**src/rtl/mem_load_collect_pkg.sv**
```systemverilog
// Shared types for the MEM-stage load-return collector.
package mem_load_collect_pkg;

    typedef enum logic [2:0] {
        OpLdb  = 3'd0,
        OpLdbu = 3'd1,
        OpLdh  = 3'd2,
        OpLdhu = 3'd3,
        OpLdw  = 3'd4,
        OpLlw  = 3'd5
    } load_op_t;

    typedef enum logic [1:0] {
        StIdle,
        StWait,
        StDone,
        StDrain
    } collect_state_t;

    localparam int unsigned MaxLanes = 4;
    localparam int unsigned MaxLaneW = 2;

    // Wide enough for any legal lane count; narrower tags are zero-extended.
    typedef logic [MaxLaneW-1:0] lane_tag_t;

endpackage

```
**src/rtl/mem_load_collect_load_align.sv**
```systemverilog
// Combinational load-result alignment and sign/zero extension.
module mem_load_collect_load_align
    import mem_load_collect_pkg::*;
(
    input  load_op_t    op_i,
    input  logic [1:0]  offset_i,
    input  logic [31:0] word_i,
    output logic [31:0] result_o
);

    logic [7:0]  byte_sel;
    logic [15:0] half_sel;
    logic        half_ok;

    always_comb begin
        unique case (offset_i)
            2'd0:    byte_sel = word_i[7:0];
            2'd1:    byte_sel = word_i[15:8];
            2'd2:    byte_sel = word_i[23:16];
            default: byte_sel = word_i[31:24];
        endcase
        // Odd halfword offsets are trapped upstream; return zero here.
        half_ok  = ~offset_i[0];
        half_sel = offset_i[1] ? word_i[31:16] : word_i[15:0];

        result_o = '0;
        case (op_i)
            OpLdb:        result_o = {{24{byte_sel[7]}}, byte_sel};
            OpLdbu:       result_o = {24'b0, byte_sel};
            OpLdh:        if (half_ok) result_o = {{16{half_sel[15]}}, half_sel};
            OpLdhu:       if (half_ok) result_o = {16'b0, half_sel};
            OpLdw, OpLlw: result_o = word_i;
            default:      result_o = '0;
        endcase
    end

endmodule

```
**src/rtl/mem_load_collect.sv**
```systemverilog
// Per-lane dcache load-return collector: holds MEM until every live load has
// returned, and drains in-flight responses after a flush.
module mem_load_collect
    import mem_load_collect_pkg::*;
#(
    parameter int unsigned LANES  = 2,
    parameter int unsigned DATA_W = 32,
    parameter int unsigned LW     = (LANES > 1) ? $clog2(LANES) : 1
) (
    input  logic                clk,
    input  logic                rst_n,
    input  logic                in_valid_i,
    input  logic                advance_i,
    input  logic                flush_i,
    input  logic [LANES-1:0]    lane_load_i,
    input  logic [LANES*3-1:0]  lane_op_i,
    input  logic [LANES*2-1:0]  lane_off_i,
    input  logic [LANES-1:0]    lane_excp_i,
    input  logic [LANES*DATA_W-1:0] lane_pass_i,
    input  logic                resp_valid_i,
    input  logic [LW-1:0]       resp_lane_i,
    input  logic [DATA_W-1:0]   resp_data_i,
    output logic [LANES*DATA_W-1:0] wdata_o,
    output logic                out_valid_o,
    output logic                pause_o,
    output logic                spurious_o
);

    localparam int unsigned CntW = $clog2(2 * LANES + 1);
    typedef logic [CntW-1:0] cnt_t;

    collect_state_t    state_q, state_d;
    logic [LANES-1:0]  pending_q, pending_d;
    cnt_t              drain_cnt_q, drain_cnt_d, flush_cnt;
    logic [DATA_W-1:0] lane_buf_q [LANES];
    logic [DATA_W-1:0] lane_buf_d [LANES];
    load_op_t          op_q [LANES];
    load_op_t          op_d [LANES];
    logic [1:0]        off_q [LANES];
    logic [1:0]        off_d [LANES];
    logic              spurious_q, spurious_d;

    logic [LANES-1:0]  live, hit_mask, remaining;
    logic              resp_hit, resp_drained, last_hit;
    lane_tag_t         resp_tag;
    load_op_t          resp_op;
    logic [1:0]        resp_off;
    logic [DATA_W-1:0] aligned;

    assign resp_tag = lane_tag_t'(resp_lane_i);

    // A lane is live only if no older-or-same lane carries an exception.
    always_comb begin
        logic excp_seen;
        excp_seen = 1'b0;
        live      = '0;
        for (int i = 0; i < LANES; i++) begin
            excp_seen = excp_seen | lane_excp_i[i];
            live[i]   = lane_load_i[i] & ~excp_seen;
        end
    end

    always_comb begin
        hit_mask = '0;
        resp_op  = OpLdw;
        resp_off = '0;
        for (int i = 0; i < LANES; i++) begin
            if (resp_tag == lane_tag_t'(i)) begin
                resp_op     = op_q[i];
                resp_off    = off_q[i];
                hit_mask[i] = resp_valid_i & pending_q[i] & (state_q == StWait);
            end
        end
    end

    mem_load_collect_load_align u_load_align (
        .op_i     (resp_op),
        .offset_i (resp_off),
        .word_i   (resp_data_i),
        .result_o (aligned)
    );

    assign resp_hit     = |hit_mask;
    assign remaining    = pending_q & ~hit_mask;
    assign last_hit     = (state_q == StWait) & resp_hit & (remaining == '0);
    assign resp_drained = (state_q == StDrain) & resp_valid_i & (drain_cnt_q != '0);

    assign pause_o     = (state_q == StWait) & (remaining != '0);
    assign out_valid_o = (state_q == StDone) | last_hit;
    assign spurious_o  = spurious_q;

    // The final response bypasses its buffer so completion costs no bubble.
    always_comb begin
        wdata_o = '0;
        for (int i = 0; i < LANES; i++) begin
            wdata_o[i*DATA_W +: DATA_W] = (last_hit & hit_mask[i]) ? aligned : lane_buf_q[i];
        end
    end

    always_comb begin
        flush_cnt = drain_cnt_q;
        for (int i = 0; i < LANES; i++) begin
            flush_cnt = flush_cnt + cnt_t'(pending_q[i]);
        end
        flush_cnt = flush_cnt - cnt_t'(resp_hit | resp_drained);
    end

    always_comb begin
        state_d     = state_q;
        pending_d   = pending_q;
        drain_cnt_d = drain_cnt_q;
        lane_buf_d  = lane_buf_q;
        op_d        = op_q;
        off_d       = off_q;
        spurious_d  = spurious_q | (resp_valid_i & ~resp_hit & (state_q != StDrain));

        if (flush_i) begin
            pending_d   = '0;
            drain_cnt_d = flush_cnt;
            state_d     = (flush_cnt != '0) ? StDrain : StIdle;
        end else begin
            unique case (state_q)
                StIdle: begin
                    if (in_valid_i) begin
                        pending_d = live;
                        for (int i = 0; i < LANES; i++) begin
                            lane_buf_d[i] = lane_load_i[i] ? '0 : lane_pass_i[i*DATA_W +: DATA_W];
                            op_d[i]       = load_op_t'(lane_op_i[3*i +: 3]);
                            off_d[i]      = lane_off_i[2*i +: 2];
                        end
                        state_d = (live != '0) ? StWait : StDone;
                    end
                end
                StWait: begin
                    if (resp_hit) begin
                        pending_d = remaining;
                        for (int i = 0; i < LANES; i++) begin
                            if (hit_mask[i]) lane_buf_d[i] = aligned;
                        end
                        if (remaining == '0) state_d = advance_i ? StIdle : StDone;
                    end
                end
                StDone: begin
                    if (advance_i) state_d = StIdle;
                end
                StDrain: begin
                    if (resp_drained) drain_cnt_d = drain_cnt_q - cnt_t'(1);
                    if (drain_cnt_d == '0) state_d = StIdle;
                end
                default: state_d = StIdle;
            endcase
        end
    end

    always_ff @(posedge clk) begin
        if (!rst_n) begin
            state_q     <= StIdle;
            pending_q   <= '0;
            drain_cnt_q <= '0;
            spurious_q  <= 1'b0;
            for (int i = 0; i < LANES; i++) begin
                lane_buf_q[i] <= '0;
                op_q[i]       <= OpLdb;
                off_q[i]      <= '0;
            end
        end else begin
            state_q     <= state_d;
            pending_q   <= pending_d;
            drain_cnt_q <= drain_cnt_d;
            spurious_q  <= spurious_d;
            lane_buf_q  <= lane_buf_d;
            op_q        <= op_d;
            off_q       <= off_d;
        end
    end

endmodule

```
**config.mk**
```make
export PLATFORM = sky130hd
export DESIGN_NAME = mem_load_collect
export DESIGN_NICKNAME = d
export VERILOG_FILES = /design/src/rtl/mem_load_collect_pkg.sv /design/src/rtl/mem_load_collect_load_align.sv /design/src/rtl/mem_load_collect.sv
export SDC_FILE = /design/constraint.sdc
export NUM_CORES = 1
export LEC_CHECK = 0
export BUFFER_PORTS_ARGS = -buffer_cell sky130_fd_sc_hd__clkbuf_2
export CORE_AREA = 2 2 126 128
export CTS_BUF_LIST = sky130_fd_sc_hd__clkbuf_8
export CTS_CLUSTER_DIAMETER = 100
export CTS_CLUSTER_SIZE = 16
export DETAILED_ROUTE_END_ITERATION = 6
export DIE_AREA = 0 0 128 130
export PLACE_DENSITY = 0.67
export SYNTH_ARGS = -nofsm -noshare
export SYNTH_HDL_FRONTEND = slang
export SYNTH_SLANG_ARGS = --single-unit
```
**constraint.sdc**
```tcl
create_clock -name clk -period 2.95 [get_ports clk]
set_input_delay 0.1475 -clock clk [delete_from_list [all_inputs] [get_ports clk]]
set_output_delay 0.1475 -clock clk [all_outputs]
set_load 0.02 [all_outputs]
```
==> flow_summary.ini, run 1 <==
[setup_path]
cp_slowest_cell = fa_2
crit_path_frequent_cell = ha_1
r2r-start = drain_cnt_q[0]
crit_fanout = 3
required_ns = 3.23
r2r_cells = 14
worstPathArrival_ns = 3.09
crit_path_end_kind = flop
slowest_delay_ns = 0.36
path_class = reg2reg
path_cells = inv_2 -> ha_1 -> ha_1 -> nand4b_1 -> nand2_1 -> ha_1 -> inv_1 -> fa_2 -> fa_2 -> xnor3_1 -> o31ai_2 -> o41ai_2 -> a31oi_1 -> a21oi_1
r2r_end = state_q[1]
r2r_slack_ns = 0.14
startpoint_type = flop

[die]
fp.dieW_um = 128
core_area_um2 = 15420
dieArea_um2 = 16640
rows = 46
ios = 184
initial_utilization_pct = 39.06
die_h_um = 130

[timing]
timing.final.crit_share_pct = 95.22
setup_viol = 0
fin_crit_ns = 2.809
worstMarginPinSlew_ns = 0.9738
finalHoldViolCount = 0
fin_skew_ns = 0.01276
finalMaxSlewViolations = 0
rsz0062_at_grt = yes
max_freq_mhz = 356.0
layout_setup_ws_ns = 0.1411
maxSlewHeadroom_pct = 34.87

[global_route]
track_usage_pct = 26.38
grt_max_degree = 48
grt_antenna_before_repair = 0
grt_pass1_wl_um = 34180
gr-total-overflow = 0
grt_pass1_vias = 6331

[layout]
diodes = 0
final_layout_size_suffix_gt1_share_pct = 28.97
multi_input_area_um2 = 3944
fill_cells = 1550
finalNetCount = 1118
syn_to_final_growth_pct = 24.53
fin_util_pct = 48.64
seq_area_um2 = 1644

[min_path]
worst_hold_path.num_cells = 3
hold_start = lane_pass_i[34]
min_to = lane_buf_q[2]
hp-class = in2reg

[yosys]
yosysTopAreaCell = dfxtp_1
ys_async_sr_fraction_pct = 0
yosysSeqAreaShare_pct = 27.25
synth-main-ff-cell = dfxtp_1
yosys_warnings = 0
synth_cells = 824
synth_area_um2 = 6025
syn-num-nets = 946
synth.distinct_cells = 69
yosysTopAreaCellShare_pct = 27.25
yosys-top-cells-area = dfxtp_1 27%, a21oi_1 9.7%, nor2_1 5.7%
ys_ff_latch = 82
synth_edf_count = 0
syn_area_per_cell_um2 = 7.311

[route]
drt-initial-drc-count = 709
wire_per_inst_um = 18.48
antenna_left = 0
drc = 0
viasPerCell = 5.835
num_vias = 6961
dr.pass1.iters = 5
wl_um = 22040

[clocking]
cts_buffers = 9
clockBufferDepth = 2
cts-root-buf = clkbuf_8
htree_levels = 3
cts_tree = done
clk_latency_ns = 0.39
clk_pin_slew_ns = 0.08
numClockSinks = 82

[run_status]
status = completed

[power]
p_leak_nw = 3.129
p_per_area_nw_per_um2 = 429.1
vdd_drop_max_v = 0.0003751

[placed_design]
dpl_worst_slack_ns = 0.04646
dpl.hpwl_um = 16170
gp_congestion = 0.9199
io_buffers = 183

[flow_run]
drv_cap = 0
-- cell families after synthesis --
group	Yosys count	synth area share [%]
muxes	32	6.189
xor gates and xnor gates	3	0.6646
and+or+nand+nor	262	20.91
DFF	82	27.25
adders and majority gates	5	1.288
AOI/OAI and AO/OA	330	35.64
buffers and inverters	110	8.058
-- sequential cells by signal, summed over array words and instances, names as in the netlist --
signal	count
lane_buf_q	64
op_q	6
off_q	4
drain_cnt_q	3
pending_q	2
state_q	2
spurious_o	1
-- metal layers --
metal | global-route usage [%] | routed length, um
met1 | 35.60 | 9620
met2 | 41.21 | 9900
met3 | 5.863 | 1820
met4 | 10.47 | 702
met5 | 0 | 0
-- what timing repair did --
item                       in CTS  in global routing
hold buffers                   13                  0
hold endpoints to repair       13                  0
resized for setup               0                  8
setup endpoints to repair       0                 14
setup buffers                   0                  2
-- power by group --
part | switching [mW] | total [mW] | internal, mW
clock network | 0.439 | 0.760 | 0.321
registers | 0.0615 | 1.26 | 1.20
logic | 0.749 | 1.20 | 0.449
-- cell usage after synthesis, types with 9 or more instances --
cell	n
buf_2	21
clkbuf_1	39
o21ai_0	57
a31oi_1	45
o22ai_1	11
dfxtp_1	82
nand2b_1	21
nand2_1	81
nor2_1	91
a21oi_1	117
a311oi_2	10
inv_1	35
mux2i_1	22
a22oi_1	24
a311oi_1	23
and2_1	12
nor3_1	9
-- worst max path at each step --
| stage | from | endpoint | slack [ns] | depth (start not counted) |
|---|---|---|---|---|
| after floorplan | drain_cnt_q[1] | state_q[1] | 0.007 | 14 |
| after global placement | drain_cnt_q[0] | state_q[1] | 0.08 | 14 |
| after detailed placement | drain_cnt_q[0] | state_q[1] | 0.05 | 14 |
| after CTS | drain_cnt_q[0] | state_q[1] | 0.02 | 14 |
| after global routing | drain_cnt_q[0] | state_q[1] | -0.07 | 14 |
| final | drain_cnt_q[0] | state_q[1] | 0.14 | 14 |
-- critical path: cells and delay by family, from the launching register on --
kind | cells | cell delay, ns
adder cells (fa/ha/maj) | 5 | 1.16
AO/OA/AOI/OAI | 4 | 0.62
flip-flops | 1 | 0.34
AND/OR/NAND/NOR | 2 | 0.28
XOR/XNOR | 1 | 0.21
buffers and inverters | 2 | 0.09
-- stage by stage --
| stage | std cells | hold slack [ns] | cell area (um2) | TNS [ns] | total power [mW] |
|---|---|---|---|---|---|
| 3_3_place_gp | 1162 | 0.3795 | 7164 | 0 | 2.439 |
| 4_1_cts | 1191 | 0.001260 | 7466 | 0 | 3.218 |
| 2_1_floorplan | 824 | 0.2835 | 6040 | 0 | 2.048 |
| 6_report | 1193 | 0.01793 | 7502 | 0 | 3.219 |
| 3_5_place_dp | 1162 | 0.3827 | 7164 | 0 | 2.448 |
| 5_1_grt | 1193 | 0.009414 | 7502 | -0.06799 | 3.413 |
-- cell type report --
class | count | area share [%]
clock buffer | 10 | 1.835
clock inverter | 6 | 0.4503
inverter | 35 | 1.751
multi-input combinational | 632 | 52.57
sequential | 82 | 21.91
tap | 192 | 3.202
timing repair buffer | 236 | 18.28
-- layout by cell type (no fill, tap or decap), types with 10 or more instances in the layout --
cell type and instances:
clkbuf_2 183, a21oi_1 117, nor2_1 89, nand2_1 81, dfxtp_1 80, o21ai_0 57
a31oi_1 45, buf_4 38, inv_1 33, a22oi_1 24, a311oi_1 23, mux2i_1 21
nand2b_1 20, dlygate4sd3_1 13, and2_1 12, o22ai_1 11, a311oi_2 10, clkbuf_8 10
No activity file was read; power rests on OpenSTA's default activity.
==> run 2: changes to the inputs <==
==> constraint.sdc (replaced) <==
create_clock -name clk -period 2.95 [get_ports clk]
set_input_delay 0.1475 -clock clk [delete_from_list [all_inputs] [get_ports clk]]
set_output_delay 0.1475 -clock clk [all_outputs]
set_load 0.005 [all_outputs]
==> flow_summary.ini, run 2 (synthesis results as in run 1) <==
[run_status]
status = completed

[clocking]
cts_buffers = 9
clk_latency_ns = 0.38
clockBufferDepth = 2
htree_levels = 3
clk_pin_slew_ns = 0.08
cts_tree = done
cts-root-buf = clkbuf_8
numClockSinks = 82

[timing]
layout_setup_ws_ns = 0.1161
fin_skew_ns = 0.01764
fin_crit_ns = 2.834
setup_viol = 0
finalHoldViolCount = 0
finalMaxSlewViolations = 0
rsz0062_at_grt = yes
max_freq_mhz = 352.9
maxSlewHeadroom_pct = 45.91
hold_slack_ns = 0.01473
worstMarginPinSlew_ns = 0.8114
timing.final.crit_share_pct = 96.06

[power]
clockPowerShare_pct = 24.3
finalPower_mw = 3.143
power_switching_mw = 1.168
p_leak_nw = 3.135
cellInternalPower_mw = 1.975
vdd_drop_max_v = 0.0002022
power_frac_seq_pct = 40.1
power.share.combinational_pct = 35.6
p_per_area_nw_per_um2 = 419.1
sw_frac_of_total_pct = 37.15

[setup_path]
crit_fanout = 4
required_ns = 3.21
worstPathArrival_ns = 3.09
startpoint_type = flop
path_class = reg2reg
r2r_slack_ns = 0.12
crit_path_end_kind = flop

[layout]
largest_reg_flops = 64
fill_cells = 1599
layout_common_cells = 183 x clkbuf_2, 117 x a21oi_1, 89 x nor2_1, 81 x nand2_1, 80 x dfxtp_1
finalNetCount = 1117
syn_to_final_growth_pct = 24.47
final_area_um2 = 7498
final_layout_size_suffix_gt1_share_pct = 29.10
fin_cells = 1192
reg.largest.list = lane_buf_q: 64 flops, op_q: 6 flops, off_q: 4 flops
diodes = 0
mostFrequentLayoutCell = clkbuf_2
top_register = lane_buf_q

[global_route]
grt_max_degree = 53
grt_antenna_before_repair = 0
grt_pass1_wl_um = 34230
gr-total-overflow = 0
grt_pass1_vias = 6544
track_usage_pct = 26.26

[placed_design]
gp_congestion = 0.9171
dpl_worst_slack_ns = 0.01710
dpl_cell_area_um2 = 7199
io_buffers = 183
dpl.cell_count = 1165
dpl.hpwl_um = 16210

[die]
ios = 184
rows = 46
dieArea_um2 = 16640
initial_utilization_pct = 39.06
core_area_um2 = 15420
fp.dieW_um = 128
die_h_um = 130

[route]
wire_per_inst_um = 18.71
antenna_left = 0
drt-initial-drc-count = 675
drc = 0
viasPerCell = 5.888
num_vias = 7019
wl_um = 22300
dr.pass1.iters = 7

[min_path]
hp-class = in2reg

[flow_run]
drv_cap = 0
run 2: changes by cell type in the layout (fill, tap and decap cells not counted), sizes merged:
cell         delta
buf             +2
dlygate4sd3     -3
run 2: metrics by stage:
| stage | TNS [ns] | util, % |
|---|---|---|
| after CTS | 0 | 48.45 |
| after global placement | 0 | 46.67 |
| after detailed placement | 0 | 46.67 |
| final | 0 | 48.61 |
| after global routing | -0.03168 | 48.61 |
| after floorplan | 0 | - |
run 2: worst paths after layout:
check	startpoint	to	cells past startpoint
max	drain_cnt_q[1]	state_q[1]	14
min	lane_pass_i[34]	lane_buf_q[2]	3
max reg2reg	drain_cnt_q[1]	state_q[1]	14
min reg2reg	op_q[0]	op_q[0]	2
run 2: final cells by class:
class	count	area, um2	share of cell area (%)
inverter	35	131.4	1.752
tap	192	240.2	3.204
clock buffer	10	137.6	1.835
multi-input combinational	632	3940	52.54
clock inverter	6	33.78	0.4505
sequential	82	1647	21.96
timing repair buffer	235	1369	18.25
run 2: power groups by stage:
stage               Combinational [mW]  Sequential (mW)  Clock (mW)
finish                            1.12             1.26       0.765
detailed placement                1.08             1.28           0
global placement                  1.07             1.28           0
floorplan                        0.693             1.26           0
global route                      1.22             1.27       0.823
CTS                               1.10             1.26       0.783
run 2: layer usage:
metal / part of all wire (%) / routed length, um / global-route usage [%] / vias to the layer above
met5: 0 / 0 / 0 / -
met4: 4.0 / 882 / 13.25 / 0
met3: 8.6 / 1925 / 4.305 / 55
met2: 46 / 10270 / 42.12 / 337
met1: 41 / 9223 / 34.38 / 3277
li1: - / - / - / 3350
run 2: repair_timing:
item                       in CTS  in global routing
hold buffers                   10                  0
setup buffers                   0                  1
hold endpoints to repair       10                  0
setup endpoints to repair       1                  2
resized for setup               2                  6
run 2: critical path: stages, from the launching register on:
cell and delay (ns):
dfxtp_4 0.37, inv_2 0.04, ha_1 0.18, ha_1 0.17
nand4b_1 0.19, nand2_1 0.10, ha_1 0.12, inv_1 0.04
fa_2 0.35, fa_2 0.39, xnor3_1 0.22, o31ai_2 0.20
o41ai_2 0.12, a31oi_1 0.16, a21oi_1 0.08
==> run 3: changes to the inputs <==
--- a/config.mk
+++ b/config.mk
@@ -6,13 +6,13 @@
 export NUM_CORES = 1
 export LEC_CHECK = 0
 export BUFFER_PORTS_ARGS = -buffer_cell sky130_fd_sc_hd__clkbuf_2
-export CORE_AREA = 2 2 126 128
+export CORE_AREA = 2 2 145 112
 export CTS_BUF_LIST = sky130_fd_sc_hd__clkbuf_8
 export CTS_CLUSTER_DIAMETER = 100
 export CTS_CLUSTER_SIZE = 16
 export DETAILED_ROUTE_END_ITERATION = 6
-export DIE_AREA = 0 0 128 130
-export PLACE_DENSITY = 0.67
+export DIE_AREA = 0 0 147 114
+export PLACE_DENSITY = 0.66
 export SYNTH_ARGS = -nofsm -noshare
 export SYNTH_HDL_FRONTEND = slang
 export SYNTH_SLANG_ARGS = --single-unit
==> flow_summary.ini, run 3 (synthesis results as in run 1) <==
[clocking]
htree_levels = 3
cts_buffers = 9
cts-root-buf = clkbuf_8
clk_latency_ns = 0.40
clk_pin_slew_ns = 0.09
cts_tree = done
clockBufferDepth = 2
numClockSinks = 82

[placed_design]
gp_congestion = 0.9324
dpl.hpwl_um = 16870
dpl.cell_count = 1184
io_buffers = 183
dpl_worst_slack_ns = 0.02348
dpl_cell_area_um2 = 7193

[setup_path]
crit_path_end_kind = flop
slowest_delay_ns = 0.41
path_class = reg2reg
cp_slowest_cell = fa_2
path_cells = inv_2 -> ha_4 -> ha_4 -> nand4b_1 -> nand2_1 -> ha_1 -> inv_2 -> fa_2 -> fa_2 -> xnor3_1 -> o31ai_2 -> o41ai_2 -> a31oi_1 -> a21oi_1
crit_fanout = 3
worstPathArrival_ns = 3.16
critPathTopFamily = adder cells
required_ns = 3.23
startpoint_type = flop
crit_buf_inv = 2

[die]
core_area_um2 = 15510
fp.dieW_um = 147
rows = 40
ios = 184
initial_utilization_pct = 38.83
die_h_um = 114
dieArea_um2 = 16760

[layout]
top_register = lane_buf_q
reg.largest.list = lane_buf_q: 64 flops, op_q: 6 flops, off_q: 4 flops
fin_cells = 1215
syn_to_final_growth_pct = 26.09
finalNetCount = 1122
final_layout_size_suffix_gt1_share_pct = 29.75
diodes = 0
fin_util_pct = 48.96
mostFrequentLayoutCell = clkbuf_2
layout_common_cells = 183 x clkbuf_2, 117 x a21oi_1, 90 x nor2_1, 81 x nand2_1, 80 x dfxtp_1
largest_reg_flops = 64
final_area_um2 = 7596
fill_cells = 1577

[timing]
setup_viol = 0
max_freq_mhz = 347.7
layout_setup_ws_ns = 0.07428
hold_slack_ns = 0.01421
fin_skew_ns = 0.01204
timing.final.crit_share_pct = 97.48
finalMaxSlewViolations = 0
finalHoldViolCount = 0
fin_crit_ns = 2.876
maxSlewHeadroom_pct = 53.05
rsz0062_at_grt = yes
worstMarginPinSlew_ns = 0.7042

[power]
p_leak_nw = 3.154
p_per_area_nw_per_um2 = 432.9
vdd_drop_max_v = 0.0002465

[global_route]
track_usage_pct = 26.88
grt_pass1_wl_um = 35150
grt_antenna_before_repair = 0
gr-total-overflow = 0
grt_pass1_vias = 6218
grt_max_degree = 53

[route]
wire_per_inst_um = 19.01
viasPerCell = 5.779
antenna_left = 0
wl_um = 23100
drc = 0
num_vias = 7021
drt-initial-drc-count = 894
dr.pass1.iters = 7

[min_path]
hp-class = in2reg

[flow_run]
drv_cap = 0

[run_status]
status = completed
## run 3: changes by cell type in the layout (fill, tap and decap cells not counted), sizes merged
cell         change
clkbuf           -1
clkinv           -3
bufinv           +1
dlygate4sd3      +2
buf              +3
inv              +3
## run 3: path summary, 6_finish.rpt
check / slack [ns] / startpoint / to / cells after the start
max: 0.07 / drain_cnt_q[1] / state_q[1] / 14
min: 0.01 / lane_pass_i[10] / lane_buf_q[42] / 3
max reg2reg: 0.07 / drain_cnt_q[1] / state_q[1] / 14
min reg2reg: 0.47 / op_q[0] / op_q[0] / 2
## run 3: worst min-delay path: cells and delay by family
kind | cells | cell delay [ns]
AOI/OAI and AO/OA | 1 | 0.08
buffers and inverters | 1 | 0.08
and+or+nand+nor | 1 | 0.07
## run 3: report_power, final
group / internal [mW] / switching, mW / leakage (nW)
registers: 1.20 / 0.0595 / 0.670
logic: 0.460 / 0.682 / 2.39
clock network: 0.399 / 0.488 / 0.0966
total: 2.06 / 1.23 / 3.15
## run 3: layout make-up
type                       instances  area, um2  area share [%]
clock buffer                       9      123.9           1.631
clock inverter                     7      76.32           1.005
inverter                          35      131.4           1.730
multi-input combinational        632       3971           52.28
sequential                        82       1644           21.64
tap                              210      262.8           3.459
timing repair buffer             240       1386           18.25
## run 3: what timing repair did
action,in CTS,in global routing
gates resized for setup,0,16
endpoints found under the hold margin,12,0
buffers inserted,0,3
hold buffers,12,0
endpoints found under the setup margin,0,7
## run 3: stage by stage
stage	total power [mW]	TNS, ns
after global routing	3.461	-0.1536
after CTS	3.272	0
after detailed placement	2.379	0
after global placement	2.367	0
final	3.289	0
after floorplan	1.956	0
## run 3: metal layers
layer	share of wire [%]	vias to the layer above	GRT usage (%)
met5	0	-	0
met4	2.2	0	6.731
met3	10	42	5.960
met2	41	402	38.50
met1	46	3220	40.58
li1	-	3357	-
